[config.mk]
export PLATFORM = sky130hd
export DESIGN_NAME = uart_rx
export DESIGN_NICKNAME = d
export VERILOG_FILES = /design/src/rtl/uart_pkg.sv /design/src/rtl/uart_rx_sampler.sv /design/src/rtl/uart_rx.sv
export SDC_FILE = /design/constraint.sdc
export NUM_CORES = 1
export LEC_CHECK = 0
export ABC_AREA = 1
export CORE_MARGIN = 5
export CORE_UTILIZATION = 31
export CTS_BUF_LIST = sky130_fd_sc_hd__clkbuf_8
export DETAILED_ROUTE_END_ITERATION = 6
export HOLD_SLACK_MARGIN = 0.03
export PLACE_DENSITY = 0.62
export RECOVER_POWER = 25
export REMOVE_ABC_BUFFERS = 1
export SYNTH_ARGS = -nofsm -noshare
export SYNTH_HDL_FRONTEND = slang
export SYNTH_SLANG_ARGS = --single-unit
[constraint.sdc]
create_clock -name clk -period 1.7 [get_ports clk]
set_input_delay 0.17 -clock clk [delete_from_list [all_inputs] [get_ports clk]]
set_output_delay 0.17 -clock clk [all_outputs]
set_load 0.05 [all_outputs]
[src/rtl/uart_pkg.sv]
// uart_pkg: definitions shared by the UART receive and transmit blocks.
//   rxState_e    - receive FSM state encoding
//   PRESCALE_MIN - smallest supported clocks-per-bit value
//   PRESCALE_MAX - largest supported clocks-per-bit value
//   PAR_EVEN/ODD - encodings of the par_typ input
//   calcParity() - parity bit for a data word, shared with the TX parity calculator
package uart_pkg;

  typedef enum logic [2:0] {
    ST_IDLE,
    ST_START,
    ST_DATA,
    ST_PARITY,
    ST_STOP
  } rxState_e;

  localparam int PRESCALE_MIN = 8;
  localparam int PRESCALE_MAX = 32;

  localparam logic PAR_EVEN = 1'b0;
  localparam logic PAR_ODD  = 1'b1;

  // Narrower words are zero-extended by the caller, which leaves the XOR
  // reduction unchanged. Odd parity is even parity inverted.
  function automatic logic calcParity(input logic [31:0] data, input logic parTyp);
    return (^data) ^ parTyp;
  endfunction

endpackage

[src/rtl/uart_rx_sampler.sv]
// uart_rx_sampler: per-bit edge counter and 3-sample majority voter for uart_rx.
//   clk          - oversampling clock
//   rest         - synchronous active-high reset
//   rxIn_i       - serial line
//   active_i     - a frame is in progress (counter runs)
//   start_i      - start bit detected this cycle; the counter restarts at 1
//   clear_i      - abort the current frame; the counter returns to 0
//   prescale_i   - latched clocks per bit
//   wrap_o       - last clock of the current bit period
//   sampleDone_o - majority of the three mid-bit samples is valid this cycle
//   bitValue_o   - 2-of-3 majority of the mid-bit samples
module uart_rx_sampler
  import uart_pkg::*;
#(
  parameter int PRESCALE_W = 6
) (
  input  logic                  clk,
  input  logic                  rest,
  input  logic                  rxIn_i,
  input  logic                  active_i,
  input  logic                  start_i,
  input  logic                  clear_i,
  input  logic [PRESCALE_W-1:0] prescale_i,
  output logic                  wrap_o,
  output logic                  sampleDone_o,
  output logic                  bitValue_o
);

  logic [PRESCALE_W-1:0] edgeCnt_q, edgeCnt_d;
  logic [2:0]            samples_q, samples_d;
  logic [PRESCALE_W-1:0] half;

  assign half         = prescale_i >> 1;
  assign wrap_o       = active_i && (edgeCnt_q == prescale_i - PRESCALE_W'(1));
  assign sampleDone_o = active_i && (edgeCnt_q == half + PRESCALE_W'(2));
  assign bitValue_o   = (samples_q[0] & samples_q[1]) |
                        (samples_q[0] & samples_q[2]) |
                        (samples_q[1] & samples_q[2]);

  // Next-state logic for the edge counter and the three sample slots.
  // The start cycle itself counts as edge 0 of the start bit, so the
  // counter restarts at 1 rather than 0. Samples are taken one clock
  // either side of mid-bit so a single-cycle glitch is voted out.
  always_comb begin
    edgeCnt_d = edgeCnt_q;
    samples_d = samples_q;

    if (start_i) begin
      edgeCnt_d = PRESCALE_W'(1);
    end else if (clear_i || !active_i || wrap_o) begin
      edgeCnt_d = '0;
    end else begin
      edgeCnt_d = edgeCnt_q + PRESCALE_W'(1);
    end

    if (active_i) begin
      if (edgeCnt_q == half - PRESCALE_W'(1)) samples_d[0] = rxIn_i;
      if (edgeCnt_q == half)                  samples_d[1] = rxIn_i;
      if (edgeCnt_q == half + PRESCALE_W'(1)) samples_d[2] = rxIn_i;
    end
  end

  // Register stage for the counter and samples.
  always_ff @(posedge clk) begin
    if (rest) begin
      edgeCnt_q <= '0;
      samples_q <= '0;
    end else begin
      edgeCnt_q <= edgeCnt_d;
      samples_q <= samples_d;
    end
  end

endmodule

[src/rtl/uart_rx.sv]
// uart_rx: UART receive deserializer with optional parity and stop-bit check.
//   clk        - receive oversampling clock
//   rest       - synchronous active-high reset
//   rx_in      - serial line, idle high, already synchronised to clk
//   par_en     - a parity bit follows the data bits
//   par_typ    - 0 even parity, 1 odd parity
//   prescale   - clocks per bit (even, 8..32), latched at the start bit
//   p_data     - last good received byte
//   data_valid - one-cycle pulse when p_data updates
//   par_err    - one-cycle pulse, parity mismatch
//   stp_err    - one-cycle pulse, stop bit sampled low
module uart_rx
  import uart_pkg::*;
#(
  parameter int DATA_WIDTH = 8,
  parameter int PRESCALE_W = 6
) (
  input  logic                  clk,
  input  logic                  rest,
  input  logic                  rx_in,
  input  logic                  par_en,
  input  logic                  par_typ,
  input  logic [PRESCALE_W-1:0] prescale,
  output logic [DATA_WIDTH-1:0] p_data,
  output logic                  data_valid,
  output logic                  par_err,
  output logic                  stp_err
);

  localparam int BIT_CNT_W = $clog2(DATA_WIDTH + 1);

  rxState_e              state_q, state_d;
  logic [BIT_CNT_W-1:0]  bitCnt_q, bitCnt_d;
  logic [DATA_WIDTH-1:0] shift_q, shift_d;
  logic [PRESCALE_W-1:0] prescale_q, prescale_d;
  logic                  parEn_q, parEn_d;
  logic                  parTyp_q, parTyp_d;
  logic                  parFail_q, parFail_d;
  logic                  stpFail_q, stpFail_d;
  logic [DATA_WIDTH-1:0] pData_q, pData_d;
  logic                  dataValid_q, dataValid_d;
  logic                  parErr_q, parErr_d;
  logic                  stpErr_q, stpErr_d;

  logic startDet, clearCnt, wrap, sampleDone, bitValue;

  uart_rx_sampler #(
    .PRESCALE_W (PRESCALE_W)
  ) sampler (
    .clk          (clk),
    .rest         (rest),
    .rxIn_i       (rx_in),
    .active_i     (state_q != ST_IDLE),
    .start_i      (startDet),
    .clear_i      (clearCnt),
    .prescale_i   (prescale_q),
    .wrap_o       (wrap),
    .sampleDone_o (sampleDone),
    .bitValue_o   (bitValue)
  );

  // Frame FSM, data shifting and checks. Failures are only remembered
  // during the frame and reported together on the stop-bit wrap, so the
  // output pulses land in the cycle the FSM is already back in IDLE and a
  // back-to-back start bit is not missed.
  always_comb begin
    state_d     = state_q;
    bitCnt_d    = bitCnt_q;
    shift_d     = shift_q;
    prescale_d  = prescale_q;
    parEn_d     = parEn_q;
    parTyp_d    = parTyp_q;
    parFail_d   = parFail_q;
    stpFail_d   = stpFail_q;
    pData_d     = pData_q;
    dataValid_d = 1'b0;
    parErr_d    = 1'b0;
    stpErr_d    = 1'b0;
    startDet    = 1'b0;
    clearCnt    = 1'b0;

    case (state_q)
      ST_IDLE: begin
        if (!rx_in) begin
          state_d    = ST_START;
          startDet   = 1'b1;
          prescale_d = prescale;
          parEn_d    = par_en;
          parTyp_d   = par_typ;
          bitCnt_d   = '0;
          parFail_d  = 1'b0;
          stpFail_d  = 1'b0;
        end
      end

      ST_START: begin
        // A start bit that is high again by mid-bit was line noise.
        if (sampleDone && bitValue) begin
          state_d  = ST_IDLE;
          clearCnt = 1'b1;
        end else if (wrap) begin
          state_d = ST_DATA;
        end
      end

      ST_DATA: begin
        // Shifting in at the MSB leaves the first (LSB) bit at bit 0.
        if (sampleDone) shift_d = {bitValue, shift_q[DATA_WIDTH-1:1]};
        if (wrap) begin
          if (bitCnt_q == BIT_CNT_W'(DATA_WIDTH - 1)) begin
            bitCnt_d = '0;
            state_d  = parEn_q ? ST_PARITY : ST_STOP;
          end else begin
            bitCnt_d = bitCnt_q + BIT_CNT_W'(1);
          end
        end
      end

      ST_PARITY: begin
        if (sampleDone && (bitValue != calcParity(32'(shift_q), parTyp_q))) parFail_d = 1'b1;
        if (wrap) state_d = ST_STOP;
      end

      ST_STOP: begin
        if (sampleDone && !bitValue) stpFail_d = 1'b1;
        if (wrap) begin
          state_d  = ST_IDLE;
          parErr_d = parFail_q;
          stpErr_d = stpFail_q;
          if (!parFail_q && !stpFail_q) begin
            dataValid_d = 1'b1;
            pData_d     = shift_q;
          end
        end
      end

      default: state_d = ST_IDLE;
    endcase
  end

  // State and output registers; reset aborts any frame without flags.
  always_ff @(posedge clk) begin
    if (rest) begin
      state_q     <= ST_IDLE;
      bitCnt_q    <= '0;
      shift_q     <= '0;
      prescale_q  <= '0;
      parEn_q     <= 1'b0;
      parTyp_q    <= 1'b0;
      parFail_q   <= 1'b0;
      stpFail_q   <= 1'b0;
      pData_q     <= '0;
      dataValid_q <= 1'b0;
      parErr_q    <= 1'b0;
      stpErr_q    <= 1'b0;
    end else begin
      state_q     <= state_d;
      bitCnt_q    <= bitCnt_d;
      shift_q     <= shift_d;
      prescale_q  <= prescale_d;
      parEn_q     <= parEn_d;
      parTyp_q    <= parTyp_d;
      parFail_q   <= parFail_d;
      stpFail_q   <= stpFail_d;
      pData_q     <= pData_d;
      dataValid_q <= dataValid_d;
      parErr_q    <= parErr_d;
      stpErr_q    <= stpErr_d;
    end
  end

  assign p_data     = pData_q;
  assign data_valid = dataValid_q;
  assign par_err    = parErr_q;
  assign stp_err    = stpErr_q;

endmodule

==> results.md <==
* Maxcap violations at 0
* Synth area leaders: dfxtp_1, nand2_1, a21oi_1
* Routed vias/inst at 4.71
* Die span in x at 99.0 um
* Ys flop type: dfxtp_1
* Initial drt markers at 122
* Pin count of the biggest net entering global routing at 29
* Met2 Routed Length at ~3.1 mm
* Die area at approximately 9800 sq um
* Netlist cell types at 27
* Worst r2r src: prescale_q[2]
* Nets at about 440
* Worst endpoint data arrival time at 2.06 ns
* Setup tns final at -1.49 ns
* H-Tree Level Count at 2
* Setup ws final at -0.126 ns
* Largest area contributor in the netlist: dfxtp_1
* GP Congestion at 0.887
* Max Slew Vio Count at 0
* Hold Path Class: register to register
* Clk slew on worst S/H paths at approximately 0.090 ns
* Final worst path period need at ~1.8 ns
* Worst-Margin Slew at between 0.4 and 0.5 ns
* Starting density of the core at 0.318
* Critical Path RT at roughly 1.9 ns
* Fmax at around 0.55 GHz
* Dpl ws at -0.173 ns
* Fin area at roughly 3400 sq um
* Violated checks: negative setup slack
* CTS sink cnt at 45
* Pwr dens at about 1300 nW/um^2
* Crit. End Element: register
* WL final at ~6 mm
* Vias at approximately 2400
* Setup Viol. Count Final at 30
* Detail Placement HPWL at roughly 4.5 mm
* Max rail drop VDD at ~0.69 mV
* RSZ-0062 raised after global routing: yes
* Fraction of registers with async set/reset at 0
* Rel. slew slack at 0.668
* First-pass GRT wire length at around 10 mm
* Post-synthesis sequential area ratio at 0.367
* CP startpoint kind: register
* Synthesis-to-layout area growth at 39.9%
* Initial antenna violation count at 0
* Post-layout util at 0.444
* Area of placed instances at roughly 3000 sq um
* Layout cell share with drive strength beyond 1 at 0.255
* Yosys Warn Count at 0
* Avg WL per Cell at around 12 um
* Worst-skew pair later-pin latency at around 0.3 ns
* Detail Route met3 WL at 177 um
* Clock Tree Buf Depth at 2
* Die height at about 99 um
* Tot Pwr at about 4.6 mW
* DRT antenna net count at 0
* Endpoints failing hold at 0
* Final Skew at roughly 0.0087 ns
* M1 WL at roughly 2.7 mm
* Hold_buf cts at 0
* Count of buffers from port buffering at 21
* CTS tree: yes
* Vias in the first global route at 2293
* WS Path Type: register to register
* Total Routing Usage GR at 0.125
* # IOs at 22
* Top cell type's share of synthesized area at 0.367
* Syn Inst Count at 349
* Final worst path period share at 1.07
* Seq cells post-synth at 45
* Total gr overflow at 0
* Worst hold slack at between 0.4 and 0.5 ns
* Top Layer Used: met4
* Pleak at about 1.4 nW
* Critical Path Start: prescale_q[2]
* Syn Area/Cell at 7.03 sq um
* Root buffer cell: clkbuf_8
* Final Instance Count excl. Fillers at just over 500
* Num CTS Buffers at 5
* Cell Area, Synth at 2450 sq um
* Post-synth EDFFs at 0
* Antenna cell count at 0
* Worst Min Path Start: stpFail_q
* Row cnt at 32
* Core box area at 7730 sq um
* DRC at 0
* Post-Place Cells at 504
* Drt pass-1 iters at 4
* Outcome: complete, but fails checks
* Max FO, Critical Path at 5
-- layout by cell type (no fill, tap or decap), types with 4 or more instances in the layout --
cell             instances
nand3_2                  5
xnor2_1                 14
inv_1                   35
ha_4                     5
nand2_2                  8
clkbuf_8                 5
clkdlybuf4s50_1         21
buf_4                   42
nand2_1                 60
nand4_1                  4
buf_6                    7
dfxtp_1                 41
nand3_1                 25
inv_2                    7
nor3_1                   6
nor2_1                  23
a21oi_1                 34
xor2_1                  11
o21ai_0                 24
dfxtp_2                  4
-- cell type report --
| type | instances | area [sq um] |
|---|---|---|
| clock buffers | 5 | 68.8 |
| clock inverters | 3 | 42.5 |
| fillers | 757 | 4290 |
| inverters | 44 | 170 |
| multi-input cells | 248 | 1510 |
| flip-flops and latches | 45 | 906 |
| well taps | 102 | 128 |
| repair buffers | 71 | 609 |
-- synthesized netlist by cell type, drive strengths merged, types with 2 or more instances --
| cell | instances |
|---|---|
| xnor2 | 17 |
| nand4 | 4 |
| o21ai | 27 |
| xor2 | 11 |
| inv | 43 |
| buf | 6 |
| a22oi | 2 |
| dfxtp | 45 |
| nor2 | 28 |
| ha | 9 |
| nand3 | 30 |
| nor3 | 8 |
| clkbuf | 6 |
| nand2 | 71 |
| a21oi | 37 |
-- worst max-delay path: stages (launching register included) --
cell and delay [ns]:
dfxtp_2 0.36, inv_4 0.06, ha_4 0.26, inv_2 0.02, nand2_1 0.04, nand2_1 0.07, nor2_1 0.12, nand2_1 0.11
nor2_4 0.12, nand3_1 0.11, nand2_2 0.09, nand2_2 0.07, nand2_4 0.09, nand2_4 0.06, nand2_2 0.06, nand2_1 0.04
nor2_1 0.10
-- where the power goes --
part | internal [mW] | switching, mW | total [mW]
registers | 1.21 | 0.142 | 1.35
clock network | 0.436 | 0.371 | 0.807
logic | 1.14 | 1.28 | 2.42
-- worst paths after layout --
| path | to | slack (ns) | depth (start not counted) |
|---|---|---|---|
| setup / recovery | state_q[0] | -0.13 | 16 |
| hold / removal | data_valid | 0.43 | 1 |
| setup reg to reg | state_q[0] | -0.13 | 16 |
| hold reg to reg | data_valid | 0.43 | 1 |
-- state kept, by name, indices dropped and copies added, names as in the netlist --
register,flops
bitCnt_q,4
data_valid,1
p_data,8
parEn_q,1
parFail_q,1
parTyp_q,1
par_err,1
prescale_q,6
sampler.edgeCnt_q,6
sampler.samples_q,3
shift_q,8
state_q,3
stpFail_q,1
stp_err,1
-- cell families (layout without fill, tap and decap cells) --
group                      count (synthesis)  in the layout  share of synthesized area
DFF                                       45             45                      0.367
and+or+nand+nor                          143            143                      0.253
adders and majority gates                  9              9                     0.0459
xor gates and xnor gates                  28             28                     0.0999
AOI/OAI and AO/OA                         68             68                      0.142
buffers and inverters                     56            123                     0.0917
-- repair_timing --
action | 4_1_cts | 5_1_grt
setup buffers | 2 | 3
setup endpoints to repair | 33 | 37
gates cloned | 0 | 1
pin swaps | 19 | 17
resized for setup | 24 | 39
-- metal layers --
| layer | vias up | GRT usage |
|---|---|---|
| met5 | - | 0 |
| met4 | 0 | 0.0452 |
| met3 | 8 | 0.0191 |
| met2 | 39 | 0.217 |
| met1 | 1128 | 0.155 |
| li1 | 1263 | - |
No activity file was read; power rests on OpenSTA's default activity.
